File: config.mk
export PLATFORM = sky130hd
export DESIGN_NAME = dbg_bridge_uart_rx
export DESIGN_NICKNAME = d
export VERILOG_FILES = /design/src/rtl/dbg_bridge_pkg.sv /design/src/rtl/dbg_bridge_sync2.sv /design/src/rtl/dbg_bridge_uart_rx.sv
export SDC_FILE = /design/constraint.sdc
export NUM_CORES = 1
export LEC_CHECK = 0
export ABC_AREA = 1
export CORE_UTILIZATION = 50
export CTS_CLUSTER_SIZE = 28
export DETAILED_ROUTE_END_ITERATION = 8
export GPL_TIMING_DRIVEN = 0
export PLACE_DENSITY = 0.71
export SYNTH_ARGS = -nofsm -noshare
export SYNTH_HDL_FRONTEND = slang
export SYNTH_SLANG_ARGS = --single-unit
File: constraint.sdc
create_clock -name clk_i -period 1.7 [get_ports clk_i]
set_input_delay 0.34 -clock clk_i [delete_from_list [all_inputs] [get_ports clk_i]]
set_output_delay 0.34 -clock clk_i [all_outputs]
set_load 0.05 [all_outputs]
File: src/rtl/dbg_bridge_pkg.sv
// Shared types and constants for the debug bridge.
// UART receive FSM states and default bit timing.
package dbg_bridge_pkg;

  localparam int UART_DATA_W  = 8;
  localparam int UART_CLK_DIV = 434;

  typedef enum logic [1:0] {
    RX_IDLE  = 2'd0,
    RX_START = 2'd1,
    RX_DATA  = 2'd2,
    RX_STOP  = 2'd3
  } uart_rx_state_t;

endpackage

File: src/rtl/dbg_bridge_sync2.sv
// Two-flop synchroniser for asynchronous single-bit inputs.
// Both flops reset to RST_VAL so the output is quiet out of reset.
module dbg_bridge_sync2 #(
  parameter logic RST_VAL = 1'b1
) (
  input  logic clk_i,
  input  logic rst_ni,
  input  logic d_i,
  output logic q_o
);

  logic r_meta;
  logic r_q;

  always_ff @(posedge clk_i or negedge rst_ni) begin
    if (!rst_ni) begin
      r_meta <= RST_VAL;
      r_q    <= RST_VAL;
    end else begin
      r_meta <= d_i;
      r_q    <= r_meta;
    end
  end

  assign q_o = r_q;

endmodule

File: src/rtl/dbg_bridge_uart_rx.sv
// UART 8N1 receiver feeding the bridge command byte FIFO.
// Re-arms at mid-stop-bit so back-to-back frames are never missed.
module dbg_bridge_uart_rx
  import dbg_bridge_pkg::*;
#(
  parameter int CLK_DIV = UART_CLK_DIV,
  parameter int DIV_W   = 9
) (
  input  logic                   clk_i,
  input  logic                   rst_ni,
  input  logic                   rxd_i,
  output logic [UART_DATA_W-1:0] data_o,
  output logic                   push_o,
  input  logic                   accept_i,
  output logic                   frame_err_o,
  output logic                   overflow_o,
  input  logic                   clear_i
);

  localparam int HALF = CLK_DIV / 2;
  localparam logic [DIV_W-1:0] CNT_HALF = DIV_W'(HALF);
  localparam logic [DIV_W-1:0] CNT_FULL = DIV_W'(CLK_DIV);
  localparam logic [DIV_W-1:0] CNT_ONE  = DIV_W'(1);

  logic w_rxd_s;

  uart_rx_state_t r_state;
  uart_rx_state_t w_state_nxt;

  logic [DIV_W-1:0]       r_cnt;
  logic [DIV_W-1:0]       w_cnt_nxt;
  logic [2:0]             r_idx;
  logic [2:0]             w_idx_nxt;
  logic [UART_DATA_W-1:0] r_shift;
  logic [UART_DATA_W-1:0] w_shift_nxt;
  logic [UART_DATA_W-1:0] r_data;
  logic [UART_DATA_W-1:0] w_data_nxt;
  logic                   r_push;
  logic                   w_push_nxt;
  logic                   r_ferr;
  logic                   w_ferr_nxt;
  logic                   r_ovf;

  dbg_bridge_sync2 #(
    .RST_VAL(1'b1)
  ) u_sync (
    .clk_i (clk_i),
    .rst_ni(rst_ni),
    .d_i   (rxd_i),
    .q_o   (w_rxd_s)
  );

  always_ff @(posedge clk_i or negedge rst_ni) begin
    if (!rst_ni) begin
      r_state <= RX_IDLE;
      r_cnt   <= '0;
      r_idx   <= '0;
      r_shift <= '0;
      r_data  <= '0;
      r_push  <= 1'b0;
      r_ferr  <= 1'b0;
    end else begin
      r_state <= w_state_nxt;
      r_cnt   <= w_cnt_nxt;
      r_idx   <= w_idx_nxt;
      r_shift <= w_shift_nxt;
      r_data  <= w_data_nxt;
      r_push  <= w_push_nxt;
      r_ferr  <= w_ferr_nxt;
    end
  end

  always_comb begin
    w_state_nxt = r_state;
    w_cnt_nxt   = r_cnt;
    w_idx_nxt   = r_idx;
    w_shift_nxt = r_shift;
    w_data_nxt  = r_data;
    w_push_nxt  = 1'b0;
    w_ferr_nxt  = 1'b0;
    unique case (r_state)
      RX_IDLE: begin
        if (!w_rxd_s) begin
          w_state_nxt = RX_START;
          w_cnt_nxt   = CNT_ONE;
        end
      end
      RX_START: begin
        if (r_cnt == CNT_HALF) begin
          if (w_rxd_s) begin
            w_state_nxt = RX_IDLE;
          end else begin
            w_state_nxt = RX_DATA;
            w_cnt_nxt   = CNT_ONE;
            w_idx_nxt   = 3'd0;
          end
        end else begin
          w_cnt_nxt = r_cnt + CNT_ONE;
        end
      end
      RX_DATA: begin
        if (r_cnt == CNT_FULL) begin
          w_shift_nxt[r_idx] = w_rxd_s;
          w_cnt_nxt          = CNT_ONE;
          w_idx_nxt          = r_idx + 3'd1;
          if (r_idx == 3'd7) begin
            w_state_nxt = RX_STOP;
          end
        end else begin
          w_cnt_nxt = r_cnt + CNT_ONE;
        end
      end
      RX_STOP: begin
        if (r_cnt == CNT_FULL) begin
          w_state_nxt = RX_IDLE;
          w_cnt_nxt   = '0;
          // bad stop bit: drop the byte, flag it instead
          if (w_rxd_s) begin
            w_push_nxt = 1'b1;
            w_data_nxt = r_shift;
          end else begin
            w_ferr_nxt = 1'b1;
          end
        end else begin
          w_cnt_nxt = r_cnt + CNT_ONE;
        end
      end
      default: begin
        w_state_nxt = RX_IDLE;
      end
    endcase
  end

  always_ff @(posedge clk_i or negedge rst_ni) begin
    if (!rst_ni) begin
      r_ovf <= 1'b0;
    end else if (r_push && !accept_i) begin
      r_ovf <= 1'b1;
    end else if (clear_i) begin
      r_ovf <= 1'b0;
    end
  end

  assign data_o      = r_data;
  assign push_o      = r_push;
  assign frame_err_o = r_ferr;
  assign overflow_o  = r_ovf;

endmodule

; ---- Word level (Yosys, flattened, before mapping)
; Cells that the tools add are included.
[op_classes]
magnitude_cmp = 2
muxes = 27
addsub = 2
n_eq_ne = 12
reduce_logical = 10
[op_table]
columns = cell, count
row1 = 9-bit 2-to-1 mux, 4
row2 = 9-bit case mux with 4 select lines, 1
row3 = 2-bit 2-to-1 mux, 6
row4 = "2-bit != test, second input constant", 6
row5 = "9-bit by 1-bit adder with 9-bit output, second input constant", 1
row6 = "9-bit by 8-bit equality test with 1-bit output, second input constant", 1
row7 = "9-bit equality test, second input constant", 1
row8 = 1-bit 2-to-1 mux, 9
row9 = 3-bit 2-to-1 mux, 3
row10 = 8-bit bitwise mux, 1
row11 = 2-bit case mux with 4 select lines, 1
row12 = 3-bit case mux with 2 select lines, 1
row13 = 5-bit AND reduction, 1
row14 = "2-bit equality test, second input constant", 2
row15 = "3-bit by 4-bit less-than comparator with 1-bit output, second input constant", 1
row16 = 4-bit AND reduction, 1
row17 = 2-bit nonzero test, 2
row18 = "3-bit by 1-bit adder with 3-bit output, second input constant", 1
row19 = 1-bit demux with 3-bit select, 1
row20 = "3-bit equality test, second input constant", 1
row21 = "3-bit by 1-bit greater-or-equal comparator with 1-bit output, second input constant", 1
row22 = 3-bit AND reduction, 1
row23 = "2-bit by 1-bit equality test with 1-bit output, second input constant", 1
row24 = 1-bit logical AND, 2
row25 = 3 further kinds, 3
[totals]
inputBits = 5
register_bits = 35

; ---- Longest topological paths before layout
; Gate-level depths: netlist of run 1.
[depth]
ltp_word = 5
ltp_mapped = 10
ltp_nobuf = 10

; ---- Hierarchy
; A second synthesis of run 1 with hierarchy kept.
[hier_totals]
hier_cells = 232
hier_area_um2 = 1849.3
[modules_own_cells]
columns = mod, seq_area_each_um2, area_each_um2, cells_each, n_inst
row1 = dbg_bridge_uart_rx, 825.8, 1796.7, 230, 1
row2 = dbg_bridge_sync2, 52.6, 52.6, 2, 1

; ---- Worst setup path before layout of run 1
; Ideal clock, no wire load.
[synth_path]
path_kind = reg2reg
from = reg r_cnt[0]
to = reg r_cnt[8]
t_arrival_ps = 1240
path_slack_ps = 339
required_time_ps = 1579
path_stages_with_launch = 10
path_buffers = 0
period_less_slack_ps = 1361
cell_sequence = dfrtp_1 > inv_1 > ha_1 > nand2_1 > nor2_4 > nand2_2 > nand2_1 > nand2_4 > nand2_1 > o21ai_1
[synth_via]
elab_chain_cells = 3
elab_cells_between_ends = 7
[synth_lines]
columns = item, line
row1 = from (decl), dbg_bridge_uart_rx.sv:30  ; logic [DIV_W-1:0] r_cnt;
row2 = from (signal assigned), dbg_bridge_uart_rx.sv:64  ; r_cnt <= w_cnt_nxt;
row3 = 9-bit by 1-bit adder with 9-bit output (tied with other cells), "dbg_bridge_uart_rx.sv:98, dbg_bridge_uart_rx.sv:110, dbg_bridge_uart_rx.sv:125"
row4 = "9-bit 2-to-1 mux, on equally long branches", "dbg_bridge_uart_rx.sv:114, dbg_bridge_uart_rx.sv:89, dbg_bridge_uart_rx.sv:102"
row5 = 9-bit case mux with 4 select lines (*), dbg_bridge_uart_rx.sv:81  ; unique case (r_state)
row6 = named net w_cnt_nxt[8], dbg_bridge_uart_rx.sv:31  ; logic [DIV_W-1:0] w_cnt_nxt;
; Mark *: on every way through the listed nets, which the timed path passes. The rest lies on a longest branch.
; A chain may end at the register's enable or synchronous reset.

; ---- Worst setup path in the final report of run 1
[layout_path]
from = reg r_push, in the netlist push_o
to = out push_o
[layout_lines]
columns = item, line
row1 = from (decl), dbg_bridge_uart_rx.sv:38  ; logic r_push;
row2 = from (signal assigned), dbg_bridge_uart_rx.sv:68  ; r_push <= w_push_nxt;
row3 = to (decl), dbg_bridge_uart_rx.sv:13  ; output logic push_o,
; No word-level cell between the ends.

==> results.json, run 1 <==
{
  "r2r_start": "r_cnt[0]$_DFF_PN0_",
  "gp_congestion": 0.856,
  "htree_levels": 2,
  "antenna_left": 0,
  "syn_area_um2": 1770,
  "synth.net_count": 237,
  "path_max_fanout": 2,
  "p_per_area_nw_per_um2": 656,
  "fin_setup_tns_ns": 0,
  "hold_viol": 0,
  "post_cts_buffers": 0,
  "syn_to_final_growth_pct": 14.0,
  "rsz0062_at_grt": "false",
  "cp-start-kind": "flip-flop",
  "post-route-period-util": 0.936,
  "end_kind": "output pin",
  "cts_buffers": 5,
  "setup_viol": 0,
  "vias": 1445,
  "ir_drop_v": 0.000520,
  "slew_violations": 0,
  "initial_core_util": 0.527,
  "p_int_mw": 1.00,
  "crit_slowest_cell": "dlygate4sd2_1",
  "core_um2": 3360,
  "slew_headroom": 0.501,
  "netSwitchingFraction": 0.244,
  "drc_errors": 0,
  "io_pins": 16,
  "sequentialPowerShare": 0.631,
  "num_antenna_cells": 0,
  "skew_ns": 0.00530,
  "yosys.area.top_type": "dfrtp_1",
  "ff_latch_area_um2": 878,
  "grt_pass1_vias": 1257,
  "root_buffer": "clkbuf_4",
  "viasPerCell": 4.88,
  "wirelength_mm": 3.27,
  "crit_chain": "dlygate4sd2_1",
  "grt_antenna_before_repair": 0,
  "synthTopCellsByArea": "dfrtp_1, nand2_1, inv_1",
  "path_delay_family": "buffers and inverters",
  "required_ns": 1.36,
  "clock_path_buffers": 2,
  "drt_iter0_drc": 61,
  "final_common_cell": "nand2_1",
  "clkLatencyLatePin_ns": 0.35,
  "grt-ovfl-total": 0,
  "first_pass_iters": 4,
  "timing.fmax_mhz": 629,
  "final_cell_mix": "nand2_1, dfrtp_1, inv_1, nor2_1, nand3_1",
  "dp_hpwl_mm": 2.26,
  "io_buffers": 15,
  "combinationalPowerShare": 0.026,
  "dieArea_um2": 3790,
  "critPathKind": "flip-flop to output pin",
  "min_period_ns": 1.59,
  "grt_pass1_wl_mm": 5.60,
  "maxCapViolations": 0,
  "grt_usage": 0.210,
  "reg2reg_depth": 10,
  "die_h_um": 61.5,
  "yosys_register_bits": 35,
  "status": "complete, no violations",
  "yosys_warnings": 0,
  "multi_input_area_um2": 776,
  "power_mw": 1.33,
  "grt_max_degree": 36,
  "seq_area_frac_synth": 0.495,
  "nFillCells": 342,
  "drive_above_1_share": 0.0960,
  "path_clk_slew_ns": 0.11,
  "slowest_delay_ns": 0.54,
  "netlist.area_leader.share": 0.466,
  "cp_data_arrival_time_ns": 1.25,
  "cp_num_buf_inv": 1,
  "clock_sinks": 35,
  "avgSynthCellArea_um2": 7.81,
  "wl_per_cell_um": 11.0,
  "hp-class": "primary input to async pin",
  "worst_pin_slew_ns": 0.748,
  "r2r_end": "data_o[1]$_DFFE_PN0P_",
  "power_frac_clock": 0.343,
  "row_count": 21,
  "p_leak_nw": 1.15,
  "syn-instance-count": 227,
  "power_switching_mw": 0.323,
  "cts_tree": "built",
  "r2r_setup_slack_ns": 0.18,
  "fin_nets": 259,
  "chipWidth_um": 61.5,
  "ys_types": 22
}
-- metrics by stage --
stage / instances / hold WS (ns) / area (µm²) / worst slack, ns / util
2_1_floorplan: 227 / 0.0444 / 1770 / 0.339 / -
3_3_place_gp: 288 / 0.346 / 1980 / -0.452 / 0.589
3_5_place_dp: 288 / 0.349 / 1980 / 0.174 / 0.587
4_1_cts: 296 / 0.0611 / 2020 / 0.0784 / 0.600
5_1_grt: 296 / 0.0962 / 2020 / 0.000428 / 0.601
6_report: 296 / 0.0454 / 2020 / 0.110 / 0.601
-- synthesized netlist by cell type (all sizes together) --
| master | count |
|---|---|
| dfrtp | 33 |
| nor2 | 17 |
| clkinv | 1 |
| o22ai | 1 |
| o21ai | 12 |
| nor3 | 1 |
| nand3 | 13 |
| inv | 27 |
| xor2 | 3 |
| dfstp | 2 |
| o21bai | 1 |
| nand4 | 12 |
| clkbuf | 2 |
| ha | 5 |
| nand2 | 97 |
-- power groups by stage --
| stage | Sequential [mW] | Clock [mW] | Combinational (mW) |
|---|---|---|---|
| 3_5_place_dp | 0.853 | 0 | 0.0367 |
| 6_report | 0.837 | 0.454 | 0.0351 |
| 2_1_floorplan | 0.853 | 0 | 0.00912 |
| 4_1_cts | 0.837 | 0.475 | 0.0367 |
| 5_1_grt | 0.838 | 0.507 | 0.0409 |
| 3_3_place_gp | 0.853 | 0 | 0.0380 |
-- registers in the layout, indices dropped and copies added (netlist names), named ones only --
name and flops:
r_cnt 9, frame_err_o 1, r_shift 8, push_o 1, r_state 1, u_sync.r_meta 1, overflow_o 1, r_idx 3
data_o 8, u_sync.q_o 1
-- cells by family after synthesis --
| family | share of synthesized area |
|---|---|
| and+or+nand+nor | 0.344 |
| buffers and inverters | 0.0685 |
| DFF | 0.495 |
| xor gates and xnor gates | 0.0148 |
| adders and majority gates | 0.0353 |
| AOI/OAI and AO/OA | 0.0416 |
-- metal layers --
metal	global-route usage	vias up	share of wire
li1	-	760	-
met1	0.304	643	0.50
met2	0.292	36	0.42
met3	0.0630	6	0.061
met4	0.0857	0	0.018
met5	0	-	0
-- worst max-delay path by stage --
stage	startpoint	endpoint	cells after the start
floorplan	r_cnt[0]$_DFF_PN0_	r_cnt[8]$_DFF_PN0_	9
global placement	rst_ni	push_o$_DFF_PN0_	1
detailed placement	r_cnt[0]$_DFF_PN0_	r_cnt[3]$_DFF_PN0_	9
CTS	push_o$_DFF_PN0_	push_o	1
global route	r_cnt[0]$_DFF_PN0_	data_o[1]$_DFFE_PN0P_	10
finish	push_o$_DFF_PN0_	push_o	1
-- what timing repair did --
action	CTS	global route
gates resized for setup	11	1
endpoints found under the hold margin	0	0
hold buffers	0	0
endpoints found under the setup margin	11	1
pin swaps	0	0
gates cloned	0	0
-- layout make-up --
type                    instances  share of cell area
clock buffers                   5              0.0186
clock inverters                 3             0.00990
flip-flops and latches         35               0.434
repair buffers                 15              0.0650
multi-input cells             162               0.384
inverters                      28              0.0545
plain buffers                   2             0.00557
well taps                      46              0.0285
(Power assumes the default switching activity.)
==> run 2, diff against run 1 <==
==> constraint.sdc (replaced) <==
create_clock -name clk_i -period 2 [get_ports clk_i]
set_input_delay 0.4 -clock clk_i [delete_from_list [all_inputs] [get_ports clk_i]]
set_output_delay 0.4 -clock clk_i [all_outputs]
set_load 0.05 [all_outputs]
==> results.json, run 2 (synthesis gave the netlist of run 1 again) <==
{
  "status": "complete, no violations",
  "core_um2": 3360,
  "r2r_setup_slack_ns": 0.46,
  "root_buffer": "clkbuf_4",
  "die_h_um": 61.5,
  "wl_per_cell_um": 11.0,
  "use_met3": 0.0630,
  "p_leak_nw": 1.13,
  "hold_viol": 0,
  "final_common_cell": "nand2_1",
  "final_cell_mix": "nand2_1, dfrtp_1, inv_1, nor2_1, nand3_1",
  "cp_data_arrival_time_ns": 1.51,
  "post-route-period-util": 0.956,
  "cp-start-kind": "flip-flop",
  "slew_violations": 0,
  "grt_usage": 0.210,
  "first_pass_iters": 4,
  "clkLatencyLatePin_ns": 0.34,
  "fin_nets": 259,
  "grt_max_degree": 36,
  "viasPerCell": 4.90,
  "grt_pass1_vias": 1257,
  "path_max_fanout": 2,
  "power_mw": 1.13,
  "setup_ws_ns": 0.0883,
  "p_per_area_nw_per_um2": 552,
  "critPathKind": "flip-flop to output pin",
  "drc_errors": 0,
  "grt_pass1_wl_mm": 5.60,
  "skew_ns": 0.00512,
  "min_period_ns": 1.91,
  "r2r_start": "r_cnt[0]$_DFF_PN0_",
  "crit_slowest_cell": "clkdlybuf4s50_1",
  "met1_usage": 0.304,
  "maxCapViolations": 0,
  "largest_reg_flops": 9,
  "io_buffers": 15,
  "end_kind": "output pin",
  "dp_hpwl_mm": 2.26,
  "gp_congestion": 0.856,
  "largest-register": "r_cnt",
  "required_ns": 1.60,
  "grt_use_met2": 0.292,
  "syn_to_final_growth_pct": 15.0,
  "setup_viol": 0,
  "timing.fmax_mhz": 523,
  "wirelength_mm": 3.26,
  "dieArea_um2": 3790,
  "hp-class": "primary input to async pin",
  "placed_area_um2": 1980,
  "io_pins": 16,
  "row_count": 21,
  "chipWidth_um": 61.5,
  "r2r_end": "r_cnt[3]$_DFF_PN0_",
  "grt-ovfl-total": 0,
  "worst_pin_slew_ns": 0.747,
  "slowest_delay_ns": 0.80,
  "top_usage_layer": "met1",
  "path_clk_slew_ns": 0.11,
  "nFillCells": 333,
  "ir_drop_v": 0.000442,
  "clock_sinks": 35,
  "antenna_left": 0,
  "stdcell_area_um2": 2040,
  "reg2reg_depth": 9,
  "pre_cts_ws_ns": 0.441,
  "vias": 1449,
  "htree_levels": 2,
  "cp.depth": 1,
  "grt_antenna_before_repair": 0,
  "cp_num_buf_inv": 1,
  "drive_above_1_share": 0.0920,
  "rsz0062_at_grt": "false",
  "cts_tree": "built",
  "cts_buffers": 5,
  "initial_core_util": 0.527,
  "num_antenna_cells": 0,
  "path_delay_family": "buffers and inverters",
  "slew_headroom": 0.502,
  "crit_chain": "clkdlybuf4s50_1",
  "clock_path_buffers": 2,
  "drt_iter0_drc": 62
}
[run 2: cell types whose count changed in the layout (fill, tap and decap cells not counted)]
| cell | before | now |
|---|---|---|
| clkdlybuf4s50_1 | 3 | 12 |
| dlygate4sd2_1 | 11 | 0 |
| dlymetal6s2s_1 | 0 | 2 |
| nand2_1 | 91 | 92 |
| nand2_2 | 3 | 2 |
[run 2: report_power, final]
part / total, mW / leakage (nW) / switching (mW) / internal, mW
clock: 0.384 / 0.0272 / 0.250 / 0.134
combinational: 0.0299 / 0.643 / 0.0216 / 0.00825
sequential: 0.712 / 0.463 / 0.000681 / 0.711
[run 2: timing repair]
item / CTS / global route
gates resized for setup: 0 / 2
setup buffers: 0 / 0
hold buffers: 0 / 0
setup endpoints to repair: 0 / 2
hold endpoints to repair: 0 / 0
[run 2: area by class of cell]
type	count	area [µm²]	area share
timing repair buffer	15	150	0.0737
sequential	35	878	0.431
tap	46	57.6	0.0282
clock inverter	3	20.0	0.00982
inverter	28	110	0.0540
multi-input combinational	162	773	0.379
buffer	2	11.3	0.00552
clock buffer	5	37.5	0.0184
[run 2: worst max-delay path by stage]
stage / startpoint / end
final: data_o[5]$_DFFE_PN0P_ / data_o[5]
after global routing: data_o[6]$_DFFE_PN0P_ / data_o[6]
after CTS: push_o$_DFF_PN0_ / push_o
after detailed placement: push_o$_DFF_PN0_ / push_o
after global placement: rst_ni / push_o$_DFF_PN0_
after floorplan: r_cnt[0]$_DFF_PN0_ / r_cnt[8]$_DFF_PN0_
[run 2: layer usage]
layer  up-vias  routed length, µm  part of all wire
li1        760                  -                 -
met1       654               1660              0.51
met2        29               1390              0.43
met3         6                155             0.048
met4         0                 58             0.018
met5         -                  0                 0
[run 2: through the flow]
stage          hold slack [ns]  TNS, ns  utilization  instances
4_1_cts                  0.121        0        0.605        296
3_5_place_dp             0.349        0        0.587        288
3_3_place_gp             0.346    -6.98        0.589        288
2_1_floorplan            0.104        0            -        227
5_1_grt                  0.156        0        0.606        296
6_report                 0.110        0        0.606        296
==> run 3, diff against run 2 <==
--- a/config.mk
+++ b/config.mk
@@ -5,9 +5,9 @@
 export SDC_FILE = /design/constraint.sdc
 export NUM_CORES = 1
 export LEC_CHECK = 0
-export ABC_AREA = 1
+export ABC_AREA = 0
+export CORE_ASPECT_RATIO = 1.5
 export CORE_UTILIZATION = 50
-export CTS_CLUSTER_SIZE = 28
 export DETAILED_ROUTE_END_ITERATION = 8
 export GPL_TIMING_DRIVEN = 0
 export PLACE_DENSITY = 0.71
==> results.json, run 3 <==
{
  "syn_to_final_growth_pct": 20.0,
  "die_h_um": 74.3,
  "root_buffer": "clkbuf_8",
  "sequentialPowerShare": 0.548,
  "ir_drop_v": 0.000417,
  "wl_per_cell_um": 16.1,
  "required_ns": 2.17,
  "synth_fa_ha_area_frac": 0.0359,
  "grt-ovfl-total": 0,
  "final_common_cell": "dfrtp_1",
  "ys_types": 42,
  "skew_ns": 0.00268,
  "drc_errors": 0,
  "p_per_area_nw_per_um2": 622,
  "largest-register": "r_cnt",
  "cp-start-kind": "flip-flop",
  "first_pass_iters": 4,
  "async_flop_share": 1.00,
  "io_pins": 16,
  "muxShareOfSynthArea": 0.116,
  "initial_core_util": 0.541,
  "rsz0062_at_grt": "true",
  "synthTopCellsByCount": "dfrtp_1, mux2_1, inv_1, nand2_1, nor2_1",
  "dieArea_um2": 3730,
  "cts_buffers": 5,
  "core_um2": 3220,
  "hp-class": "primary input to async pin",
  "yosysMostFrequentCell": "dfrtp_1",
  "synth_compound_area_frac": 0.111,
  "fin_nets": 189,
  "multi_input_area_um2": 808,
  "synthXorXnorAreaFrac": 0.00503,
  "path_max_fanout": 9,
  "hold_viol": 0,
  "synth_edf_count": 0,
  "drt_iter0_drc": 25,
  "row_count": 25,
  "io_buffers": 15,
  "holdWs_ns": 0.186,
  "nFillCells": 248,
  "crit_chain": "inv_1 > ha_1 > nor4bb_4 > and4_4 > and3_1 > buf_6 > mux2_1",
  "path_delay_family": "simple AND/OR/NAND/NOR gates",
  "synthTopCellsByArea": "dfrtp_1, mux2_1, ha_1",
  "vias": 1264,
  "slew_headroom": 0.486,
  "grt_max_degree": 36,
  "maxCapViolations": 0,
  "viasPerCell": 5.75,
  "antenna_left": 0,
  "fin_setup_tns_ns": 0,
  "path_clk_slew_ns": 0.07,
  "clkLatencyLatePin_ns": 0.28,
  "status": "complete, no violations",
  "p_int_mw": 1.03,
  "yosys_register_bits": 35,
  "seq_area_frac_synth": 0.504,
  "critPathKind": "flip-flop to flip-flop",
  "ff_latch_area_um2": 880,
  "yosys.area_share.simple": 0.188,
  "synth_top_family_by_area": "simple AND/OR/NAND/NOR gates",
  "p_leak_nw": 0.950,
  "wirelength_mm": 3.55,
  "final_cell_mix": "dfrtp_1, mux2_1, clkdlybuf4s50_1, nand2_1, inv_1",
  "grt_pass1_vias": 1323,
  "chipWidth_um": 50.2,
  "avgSynthCellArea_um2": 11.4,
  "yosys_warnings": 0,
  "syn_area_um2": 1740,
  "cts_tree": "built",
  "syn-instance-count": 153,
  "end_kind": "flip-flop",
  "holdBufCountCts": 0,
  "clock_path_buffers": 2,
  "grt_antenna_before_repair": 0,
  "dp_hpwl_mm": 2.57,
  "power_frac_clock": 0.432,
  "cp_data_arrival_time_ns": 2.11,
  "clock_sinks": 35,
  "combinationalPowerShare": 0.020,
  "setup_viol": 0,
  "grt_pass1_wl_mm": 6.06,
  "timing.fmax_mhz": 515,
  "min_period_ns": 1.94,
  "finish.utilization": 0.649,
  "netSwitchingFraction": 0.207,
  "drive_above_1_share": 0.150,
  "power_mw": 1.30,
  "post-route-period-util": 0.971,
  "gp_congestion": 0.895,
  "num_antenna_cells": 0,
  "worst_pin_slew_ns": 0.771,
  "cp_num_buf_inv": 2,
  "synth.net_count": 163,
  "slew_violations": 0,
  "power_switching_mw": 0.269,
  "slowest_delay_ns": 0.43,
  "crit_slowest_cell": "dfrtp_2",
  "largest_reg_flops": 9,
  "yosys.area.top_type": "dfrtp_1",
  "netlist.area_leader.share": 0.474,
  "grt_usage": 0.224,
  "synth_ff_type": "dfrtp_1",
  "htree_levels": 2
}
==> run 3: area by class of cell <==
cell class | instances | area share
buffer | 7 | 0.0204
tap | 40 | 0.0240
clock inverter | 1 | 0.00359
clock buffer | 7 | 0.0461
timing repair buffer | 19 | 0.0838
multi-input combinational | 103 | 0.387
sequential | 35 | 0.421
inverter | 8 | 0.0144
==> run 3: timing repair <==
item                       in CTS  in global routing
setup buffers                   3                  1
setup endpoints to repair      15                 12
resized for setup               1                  5
pin swaps                       2                  1
==> run 3: stage by stage <==
stage / worst slack [ns] / cell area (µm²) / cells
floorplan: 0.0881 / 1740 / 153
global placement: -0.201 / 1940 / 208
detailed placement: -0.126 / 1940 / 208
CTS: 0.0298 / 2060 / 219
global route: -0.0462 / 2090 / 220
finish: 0.0587 / 2090 / 220
==> run 3: cells by family (layout without fill, tap and decap cells) <==
logic type                 after synthesis  in the layout
AOI/OAI and AO/OA                       28             28
DFF                                     35             35
adders and majority gates                5              5
muxes                                   18             18
and+or+nand+nor                         51             51
buffers and inverters                   15             42
xor gates and xnor gates                 1              1
==> run 3: final timing paths <==
kind	cells past startpoint	end	from	slack (ns)
max	7	data_o[2]$_DFFE_PN0P_	r_cnt[0]$_DFF_PN0_	0.06
min	1	data_o[5]$_DFFE_PN0P_	rst_ni	0.19
max reg2reg	7	data_o[2]$_DFFE_PN0P_	r_cnt[0]$_DFF_PN0_	0.06
min reg2reg	0	u_sync.q_o$_DFF_PN1_	u_sync.r_meta$_DFF_PN1_	0.37
max in group asynchronous	1	r_cnt[0]$_DFF_PN0_	rst_ni	1.27
min in group clk_i	0	u_sync.q_o$_DFF_PN1_	u_sync.r_meta$_DFF_PN1_	0.37
==> run 3: power groups by stage <==
stage	registers [mW]	clock network, mW	logic, mW
after detailed placement	0.727	0	0.0267
after global routing	0.713	0.608	0.0295
after CTS	0.713	0.579	0.0266
final	0.713	0.561	0.0259
after global placement	0.726	0	0.0275
after floorplan	0.726	0	0.00424
==> run 3: layer usage <==
metal / up-vias / global-route usage / wire [µm] / part of all wire
met4: 0 / 0.127 / 75 / 0.021
met5: - / 0 / 0 / 0
met1: 633 / 0.218 / 1360 / 0.38
met2: 15 / 0.430 / 2040 / 0.58
met3: 6 / 0.0450 / 66 / 0.019
li1: 610 / - / - / -
==> run 3: worst reg2reg max path, stage by stage, from the launching register on <==
cell      delay (ns)
dfrtp_2         0.43
inv_1           0.07
ha_1            0.15
nor4bb_4        0.23
and4_4          0.29
and3_1          0.17
buf_6           0.15
mux2_1          0.33
